===== src/rtl/wm_phase_timer_if.sv =====
// ----------------------------------------------------------------------------
// wm_phase_timer_if
//
// Bundles the signals between the washer controller/sensors and the phase
// timer. The master side is the controller plus the raw tub sensors; the
// slave side is wm_phase_timer.
//
//   tick            : one-cycle time-base pulse from the prescaler
//   motor_on        : motor command
//   fill_valve_on   : fill valve command
//   drain_valve_on  : drain valve command
//   level_raw       : raw tub-full float switch (1 = full)
//   empty_raw       : raw tub-empty switch (1 = empty)
//   prog_cycle_time : wash/rinse duration in ticks
//   prog_spin_time  : spin duration in ticks
//   filled          : debounced level_raw
//   drained         : debounced empty_raw
//   cycle_timeout   : wash/rinse phase expired
//   spin_timeout    : spin phase expired
//   fault           : sticky illegal-command flag
// ----------------------------------------------------------------------------
interface wm_phase_timer_if #(
    parameter int TW = 8
);
    logic          tick;
    logic          motor_on;
    logic          fill_valve_on;
    logic          drain_valve_on;
    logic          level_raw;
    logic          empty_raw;
    logic [TW-1:0] prog_cycle_time;
    logic [TW-1:0] prog_spin_time;
    logic          filled;
    logic          drained;
    logic          cycle_timeout;
    logic          spin_timeout;
    logic          fault;

    modport master (
        output tick, motor_on, fill_valve_on, drain_valve_on,
        output level_raw, empty_raw, prog_cycle_time, prog_spin_time,
        input  filled, drained, cycle_timeout, spin_timeout, fault
    );

    modport slave (
        input  tick, motor_on, fill_valve_on, drain_valve_on,
        input  level_raw, empty_raw, prog_cycle_time, prog_spin_time,
        output filled, drained, cycle_timeout, spin_timeout, fault
    );
endinterface


===== src/rtl/wm_phase_timer.sv =====
// ----------------------------------------------------------------------------
// wm_phase_timer
//
// Washing-machine phase timer. Debounces the tub level/empty switches and
// times the wash/rinse and spin phases against programmed tick counts,
// flagging a sticky fault on illegal valve/motor command combinations.
//
// Parameters:
//   DEB_LEN : consecutive differing samples needed to flip a sensor (1-15)
//   TW      : width of programmed times and the phase counter
//
// Ports:
//   clk   : rising-edge system clock
//   reset : synchronous, active-low reset
//   bus   : wm_phase_timer_if slave modport (commands, sensors, status)
// ----------------------------------------------------------------------------
module wm_phase_timer #(
    parameter int DEB_LEN = 4,
    parameter int TW      = 8
) (
    input  logic            clk,
    input  logic            reset,
    wm_phase_timer_if.slave bus
);

    typedef enum logic [2:0] {
        IDLE,
        WASH_RUN,
        WASH_DONE,
        SPIN_RUN,
        SPIN_DONE,
        FAULT
    } state_t;

    // The counter toggles the output on the DEB_LEN-th consecutive
    // differing sample, i.e. when it already holds DEB_LEN-1.
    localparam logic [3:0] DEB_LAST = 4'(DEB_LEN - 1);

    logic [3:0]    level_cnt;
    logic [3:0]    empty_cnt;
    logic          filled_q;
    logic          drained_q;

    state_t        state;
    state_t        state_next;
    logic [TW-1:0] cnt;
    logic [TW-1:0] cnt_next;
    logic [TW-1:0] lim;
    logic [TW-1:0] lim_next;

    logic          run_cyc;
    logic          run_spin;
    logic          illegal_cmd;

    always_ff @(posedge clk) begin
        if (!reset) begin
            level_cnt <= '0;
            filled_q  <= 1'b0;
        end else if (bus.level_raw == filled_q) begin
            level_cnt <= '0;
        end else if (level_cnt == DEB_LAST) begin
            level_cnt <= '0;
            filled_q  <= ~filled_q;
        end else begin
            level_cnt <= level_cnt + 4'd1;
        end
    end

    // The empty switch resets to "drained" so a powered-up empty tub does
    // not have to wait out a debounce window before spin is allowed.
    always_ff @(posedge clk) begin
        if (!reset) begin
            empty_cnt <= '0;
            drained_q <= 1'b1;
        end else if (bus.empty_raw == drained_q) begin
            empty_cnt <= '0;
        end else if (empty_cnt == DEB_LAST) begin
            empty_cnt <= '0;
            drained_q <= ~drained_q;
        end else begin
            empty_cnt <= empty_cnt + 4'd1;
        end
    end

    // run_cyc and run_spin are mutually exclusive because run_cyc needs the
    // drain valve closed and run_spin needs it open.
    assign run_cyc     = bus.motor_on & ~bus.drain_valve_on;
    assign run_spin    = bus.drain_valve_on & drained_q;
    assign illegal_cmd = bus.fill_valve_on & (bus.drain_valve_on | bus.motor_on);

    always_ff @(posedge clk) begin
        if (!reset) begin
            state <= IDLE;
            cnt   <= '0;
            lim   <= '0;
        end else begin
            state <= state_next;
            cnt   <= cnt_next;
            lim   <= lim_next;
        end
    end

    // The limit is captured only on entry, so prog_* edits during a run take
    // effect on the next phase. The count stops at lim (the cnt == lim test
    // wins over tick), which keeps it from ever wrapping even at all-ones.
    always_comb begin
        state_next = state;
        cnt_next   = cnt;
        lim_next   = lim;

        unique case (state)
            IDLE: begin
                if (run_cyc) begin
                    state_next = WASH_RUN;
                    cnt_next   = '0;
                    lim_next   = bus.prog_cycle_time;
                end else if (run_spin) begin
                    state_next = SPIN_RUN;
                    cnt_next   = '0;
                    lim_next   = bus.prog_spin_time;
                end
            end
            WASH_RUN: begin
                if (!run_cyc) begin
                    state_next = IDLE;
                end else if (cnt == lim) begin
                    state_next = WASH_DONE;
                end else if (bus.tick) begin
                    cnt_next = cnt + 1'b1;
                end
            end
            WASH_DONE: begin
                if (!run_cyc) begin
                    state_next = IDLE;
                end
            end
            SPIN_RUN: begin
                if (!run_spin) begin
                    state_next = IDLE;
                end else if (cnt == lim) begin
                    state_next = SPIN_DONE;
                end else if (bus.tick) begin
                    cnt_next = cnt + 1'b1;
                end
            end
            SPIN_DONE: begin
                if (!run_spin) begin
                    state_next = IDLE;
                end
            end
            FAULT: begin
                state_next = FAULT;
            end
            default: begin
                state_next = IDLE;
            end
        endcase

        // An illegal command overrides whatever the phase logic decided.
        if (illegal_cmd) begin
            state_next = FAULT;
        end
    end

    assign bus.filled        = filled_q;
    assign bus.drained       = drained_q;
    assign bus.cycle_timeout = (state == WASH_DONE);
    assign bus.spin_timeout  = (state == SPIN_DONE);
    assign bus.fault         = (state == FAULT);

endmodule

===== src/flat_wrapper.sv =====
// flat-port wrapper written by rule: the top's interface ports become plain ports
module wm_phase_timer_flat 
#(
    parameter int DEB_LEN = 4,
    parameter int TW      = 8
)
  (clk, reset, bus_tick, bus_motor_on, bus_fill_valve_on, bus_drain_valve_on, bus_level_raw, bus_empty_raw, bus_prog_cycle_time, bus_prog_spin_time, bus_filled, bus_drained, bus_cycle_timeout, bus_spin_timeout, bus_fault);
  wm_phase_timer_if #(.TW(TW)) bus_i ();
  input  logic clk;
  input  logic reset;
  input wire logic [$bits(bus_i.tick)-1:0] bus_tick;
  input wire logic [$bits(bus_i.motor_on)-1:0] bus_motor_on;
  input wire logic [$bits(bus_i.fill_valve_on)-1:0] bus_fill_valve_on;
  input wire logic [$bits(bus_i.drain_valve_on)-1:0] bus_drain_valve_on;
  input wire logic [$bits(bus_i.level_raw)-1:0] bus_level_raw;
  input wire logic [$bits(bus_i.empty_raw)-1:0] bus_empty_raw;
  input wire logic [$bits(bus_i.prog_cycle_time)-1:0] bus_prog_cycle_time;
  input wire logic [$bits(bus_i.prog_spin_time)-1:0] bus_prog_spin_time;
  output wire logic [$bits(bus_i.filled)-1:0] bus_filled;
  output wire logic [$bits(bus_i.drained)-1:0] bus_drained;
  output wire logic [$bits(bus_i.cycle_timeout)-1:0] bus_cycle_timeout;
  output wire logic [$bits(bus_i.spin_timeout)-1:0] bus_spin_timeout;
  output wire logic [$bits(bus_i.fault)-1:0] bus_fault;
  assign bus_i.tick = bus_tick;
  assign bus_i.motor_on = bus_motor_on;
  assign bus_i.fill_valve_on = bus_fill_valve_on;
  assign bus_i.drain_valve_on = bus_drain_valve_on;
  assign bus_i.level_raw = bus_level_raw;
  assign bus_i.empty_raw = bus_empty_raw;
  assign bus_i.prog_cycle_time = bus_prog_cycle_time;
  assign bus_i.prog_spin_time = bus_prog_spin_time;
  assign bus_filled = bus_i.filled;
  assign bus_drained = bus_i.drained;
  assign bus_cycle_timeout = bus_i.cycle_timeout;
  assign bus_spin_timeout = bus_i.spin_timeout;
  assign bus_fault = bus_i.fault;
  wm_phase_timer #(.DEB_LEN(DEB_LEN), .TW(TW)) u_core (.clk(clk), .reset(reset), .bus(bus_i));
endmodule

===== config.mk =====
export PLATFORM = sky130hd
export DESIGN_NAME = wm_phase_timer_flat
export DESIGN_NICKNAME = d
export VERILOG_FILES = /design/src/rtl/wm_phase_timer_if.sv /design/src/rtl/wm_phase_timer.sv /design/src/flat_wrapper.sv
export SDC_FILE = /design/constraint.sdc
export NUM_CORES = 1
export LEC_CHECK = 0
export CAP_MARGIN = 15
export CORE_UTILIZATION = 54
export CTS_BUF_LIST = sky130_fd_sc_hd__clkbuf_8
export DETAILED_ROUTE_END_ITERATION = 7
export HOLD_SLACK_MARGIN = 0.08
export PLACE_DENSITY = 0.81
export SYNTH_ARGS = -nofsm -noshare
export SYNTH_HDL_FRONTEND = slang
export SYNTH_SLANG_ARGS = --single-unit

===== constraint.sdc =====
create_clock -name clk -period 2.8 [get_ports clk]
set_clock_uncertainty 0.15 [all_clocks]
set_input_delay 0.7 -clock clk [delete_from_list [all_inputs] [get_ports clk]]
set_output_delay 0.7 -clock clk [all_outputs]
set_load 0.01 [all_outputs]

== After elaboration in Yosys (flattened, before gate mapping) ==
Index checks and enable logic that the tools add are counted.
Cells by class
  add/subtract/negate cells: 3
  equal/unequal tests: 22
  multiplexer cells: 19
  div/mod/pow operators: 0
  multipliers: 0
  reductions and logical operators: 12
  shift operators: 0
  order comparisons: 0
  bitwise operators: 10
Operator list (number)
  2-to-1 mux 8 bit: 8
  2-to-1 mux 3 bit: 9
  case mux 8 bit (3 select lines): 1
  case mux 3 bit (6 select lines): 1
  inequality test 3 bit, second input constant: 4
  AND reduction 5 bit: 2
  adder 4 x 1 -> 4 bit, second input constant: 2
  adder 8 x 1 -> 8 bit, second input constant: 1
  equality test 4 x 2 -> 1 bit, second input constant: 2
  equality test 8 bit: 1
  inequality test 4 bit, second input constant: 2
  equality test 3 x 2 -> 1 bit, second input constant: 2
  equality test 3 bit, second input constant: 2
  inverter 1 bit: 6
  AND reduction 2 bit: 3
  OR reduction 3 bit: 2
  inequality test 2 x 1 -> 1 bit, second input constant: 2
  inequality test 2 bit, second input constant: 2
  inequality test 4 x 1 -> 1 bit, second input constant: 1
  AND reduction 4 bit: 1
  AND 1 bit: 3
  equality test 3 x 1 -> 1 bit, second input constant: 1
  zero test 3 bit: 1
  inequality test 3 x 1 -> 1 bit, second input constant: 1
  5 further kinds: 6
Word-level totals
  ROM bits: 0
  bits in registers: 29
  word-level logic and storage cells: 74
  latch bits: 0
  output and inout bits: 5
  bits of input ports: 24
  bits in writable memories: 0
  memories: 0

== Depth between registers and ports, before layout ==
  depth in word-level cells: 5
  gate-level depth with buffers: 7
  gate-level depth less buffers: 5

== Least setup slack after synthesis ==
OpenSTA, ideal clock, no wires.
  kind: input to register
  from: input port bus_drain_valve_on
  to: register u_core.cnt[4]
  slack: 332 ps
  stages on the path: 6
  library setup time: 114 ps
  buffers on the path: 1
  required time: 2536 ps
  data arrival time: 2204 ps
  cell sequence: buf_6 -> or3b_4 -> and3_4 -> a2111o_1 -> o2111a_1 -> a21o_1
On the way
  longest elaborated chain between the ends: 4
  elaborated cells between the ends (all ways): 9
  those cells by class: 3 x eq/ne; 2 x mux; 3 x bitwise; 1 x reduce/logical
RTL lines
  from (decl): RTL line flat_wrapper.sv:14  | input wire logic [$bits(bus_i.drain_valve_on)-1:0] bus_drain_valve_on;
  inverter 1 bit: RTL line wm_phase_timer.sv:87  | assign run_cyc = bus.motor_on & ~bus.drain_valve_on;
  AND 1 bit: RTL line wm_phase_timer.sv:87
  inequality test 3 x 1 -> 1 bit (no source line) (tied with other cells)
  AND reduction 4 bit (no source line) or case mux 8 bit (3 select lines) (tied branches)
  to (signal assigned): RTL line wm_phase_timer.sv:98  | cnt <= cnt_next;
  to (decl): RTL line wm_phase_timer.sv:46  | logic [TW-1:0] cnt;
Several ways; a longest one is shown, not always the timed one.
A chain may end at the register's enable or synchronous reset.

== Worst setup path after layout ==
  from: input port bus_motor_on
  to: register u_core.cnt[4]
On the way
  longest elaborated chain between the ends: 3
  elaborated cells between the ends (all ways): 6
  those cells by class: 2 x eq/ne; 2 x mux; 1 x bitwise; 1 x reduce/logical
RTL lines
  from (decl): RTL line flat_wrapper.sv:12  | input wire logic [$bits(bus_i.motor_on)-1:0] bus_motor_on;
  AND 1 bit (*): RTL line wm_phase_timer.sv:87
  inequality test 3 x 1 -> 1 bit (no source line) (tied with other cells)
  AND reduction 4 bit (no source line) or case mux 8 bit (3 select lines) (tied branches)
Every way passes the cells marked *; elsewhere a longest branch is shown, timed or not.

==> results.cfg <==
[placed_design]
placed_cell_area_mm2 = 0.002054
place_ws_ns = -0.1198
port_buffers = 28
hpwlAfterDp_um = 3138
gp_congestion = 0.8901

[grt]
globalRouteOverflowTotal = 0
grt_max_degree = 19
antenna_found_initial = 0
grt.busiest_layer = met2
grt_use_total_pct = 26.29
use_met3_pct = 5.580
grt_pass1_vias = 1628
use_met2_pct = 49.17
grt_first_pass_wirelength_um = 6865
grt.met1_usage_pct = 29.21

[final_layout]
diodes = 0
finalNetCount = 275
fin_area_mm2 = 0.002156
area_growth_pct = 28.49
mostFrequentLayoutCell = nand2_1
final_layout_size_suffix_gt1_share_pct = 10.44
layout_common_cells = nand2_1, dfxtp_1, clkdlybuf4s50_1

[power]
power_density_mw_per_mm2 = 538.0
peakVddDrop_mv = 0.4160
p_leak_nw = 0.8664

[yosys]
synth_edf_count = 0
ys_seq_elements = 29
synthTopCellsByArea = dfxtp_1, nand2_1, xor2_1
synth_ff_type = dfxtp_1
synth.distinct_cells = 47
synthArstFlopShare_pct = 0
syn-mean-instance-area_um2 = 7.914
syn-cell-area_mm2 = 0.001678
syn-num-nets = 239
synth_area_leader_cell = dfxtp_1
postSynthCellCount = 212
yosys_warnings = 0
synth_top_area_share_pct = 34.60
seq_area_frac_synth_pct = 34.60

[timing]
fmax_mhz = 377.2
maxSlewHeadroom_pct = 62.70
grt_setup_unrepaired = no
finalMaxSlewViolations = 0
worstMarginPinSlew_ns = 0.5587
fin_crit_ns = 2.651
fin_crit_sh_pct = 94.67
final-setup-viol-count = 0
setup_tns_ns = 0
hold_viol = 0
worst_slack_ns = 0.1492

[clock_tree]
clk_latency_ns = 0.28
h-tree-depth = 2
cts_tree = done
postCtsSetupBuffers = 0
clk_pin_slew_ns = 0.06
clk_path_buf_depth = 2
postCtsHoldBufs = 0
cts_resized = 0
clock_sinks = 29
cts-root-buf = clkbuf_8
numCtsBuffers = 5

[hold_path]
hold_path_class = flip-flop to flip-flop
min_to = u_core.empty_cnt[0]
hold_start = u_core.empty_cnt[0]
hold_path_depth = 1

[setup_path]
reg2reg_from = u_core.state[1]
cp.arrival_ns = 2.68
start_kind = primary input
endpoint_kind = flip-flop
worst-path-max-fanout = 6
worstSetupStartpoint = bus_motor_on
critPathKind = primary input to flip-flop
cp.required_ns = 2.83
r2r_end = u_core.cnt[4]
r2r_setup_slack_ns = 0.53
r2r_cells = 5

[floorplan]
die_area_mm2 = 0.003334
row_count = 19
dieHeight_um = 57.74
start_util_pct = 58.82
io_pins = 29
die_w_um = 57.74
core_mm2 = 0.002853

[job]
max_cap_violations = 0

[routing]
viasPerCell = 6.143
drc = 1
num_vias = 1720
wl_per_cell_um = 14.93
drtAntennaViolNets = 0
first_pass_iters = 7
wl_um = 4180
drt_first_iter_violations = 105

[outcome]
failed_checks = DRC
status = complete, but fails checks
-- cell usage after synthesis, types with 4 or more instances --
master	n
a21oi_1	4
a311oi_1	8
clkbuf_1	9
dfxtp_1	29
inv_1	9
nand2_1	32
nand3_1	17
nor2_1	26
nor3_1	4
o2111a_1	4
xor2_1	12
-- power breakdown --
part	internal [mW]	switching (mW)
sequential	0.441	0.0342
combinational	0.154	0.153
clock	0.222	0.156
-- per-layer routing --
layer | wire length, um | up-vias
met1 | 1715 | 826
met5 | 0 | -
met4 | 12 | 0
met3 | 194 | 2
li1 | - | 830
met2 | 2257 | 62
-- cell families after synthesis --
family,synth area share (%)
flip-flops,34.60
XOR/XNOR,7.830
adder cells (fa/ha/maj),2.237
multiplexers,1.193
AND/OR/NAND/NOR,26.25
buffers and inverters,5.816
AO/OA/AOI/OAI,22.07
-- sequential cells by signal, summed over array words and instances (netlist names) --
register and count:
u_core.lim 8, u_core.state 3, u_core.bus.filled 1, u_core.cnt 8
u_core.empty_cnt 4, u_core.level_cnt 4, u_core.bus.drained 1
-- worst max-delay path, cell delays in order --
cell	delay, ns
clkdlybuf4s50_1	0.48
or3b_4	0.39
and3_4	0.16
a2111o_1	0.50
o2111a_1	0.29
a21o_1	0.15
-- worst max-delay path by stage --
stage	to	slack [ns]	depth (start not counted)
after floorplan	u_core.cnt[4]	0.33	6
after global placement	u_core.cnt[4]	-0.07	6
after detailed placement	u_core.cnt[4]	-0.12	6
after CTS	u_core.cnt[4]	0.17	6
after global routing	bus_cycle_timeout	0.09	3
final	u_core.cnt[4]	0.15	6
-- per-stage QoR --
stage,instances,hold slack (ns),util [%],power [mW]
2_1_floorplan,212,0.2675,-,0.6584
3_3_place_gp,272,0.2778,72.02,0.7741
3_5_place_dp,272,0.2886,72.02,0.7870
4_1_cts,280,0.2971,75.57,1.162
5_1_grt,280,0.3248,75.57,1.217
6_report,280,0.2972,75.57,1.160
-- area by class of cell --
cell class                      count  area, um2
Fill cell                         217      696.9
Multi-Input combinational cell    160      999.7
Inverter                           10      37.54
Clock buffer                        7      96.34
Clock inverter                      1      5.005
Tap cell                           31      38.79
Sequential cell                    29      580.6
Timing Repair Buffer               42      397.9
No activity file was read; power rests on OpenSTA's default activity.
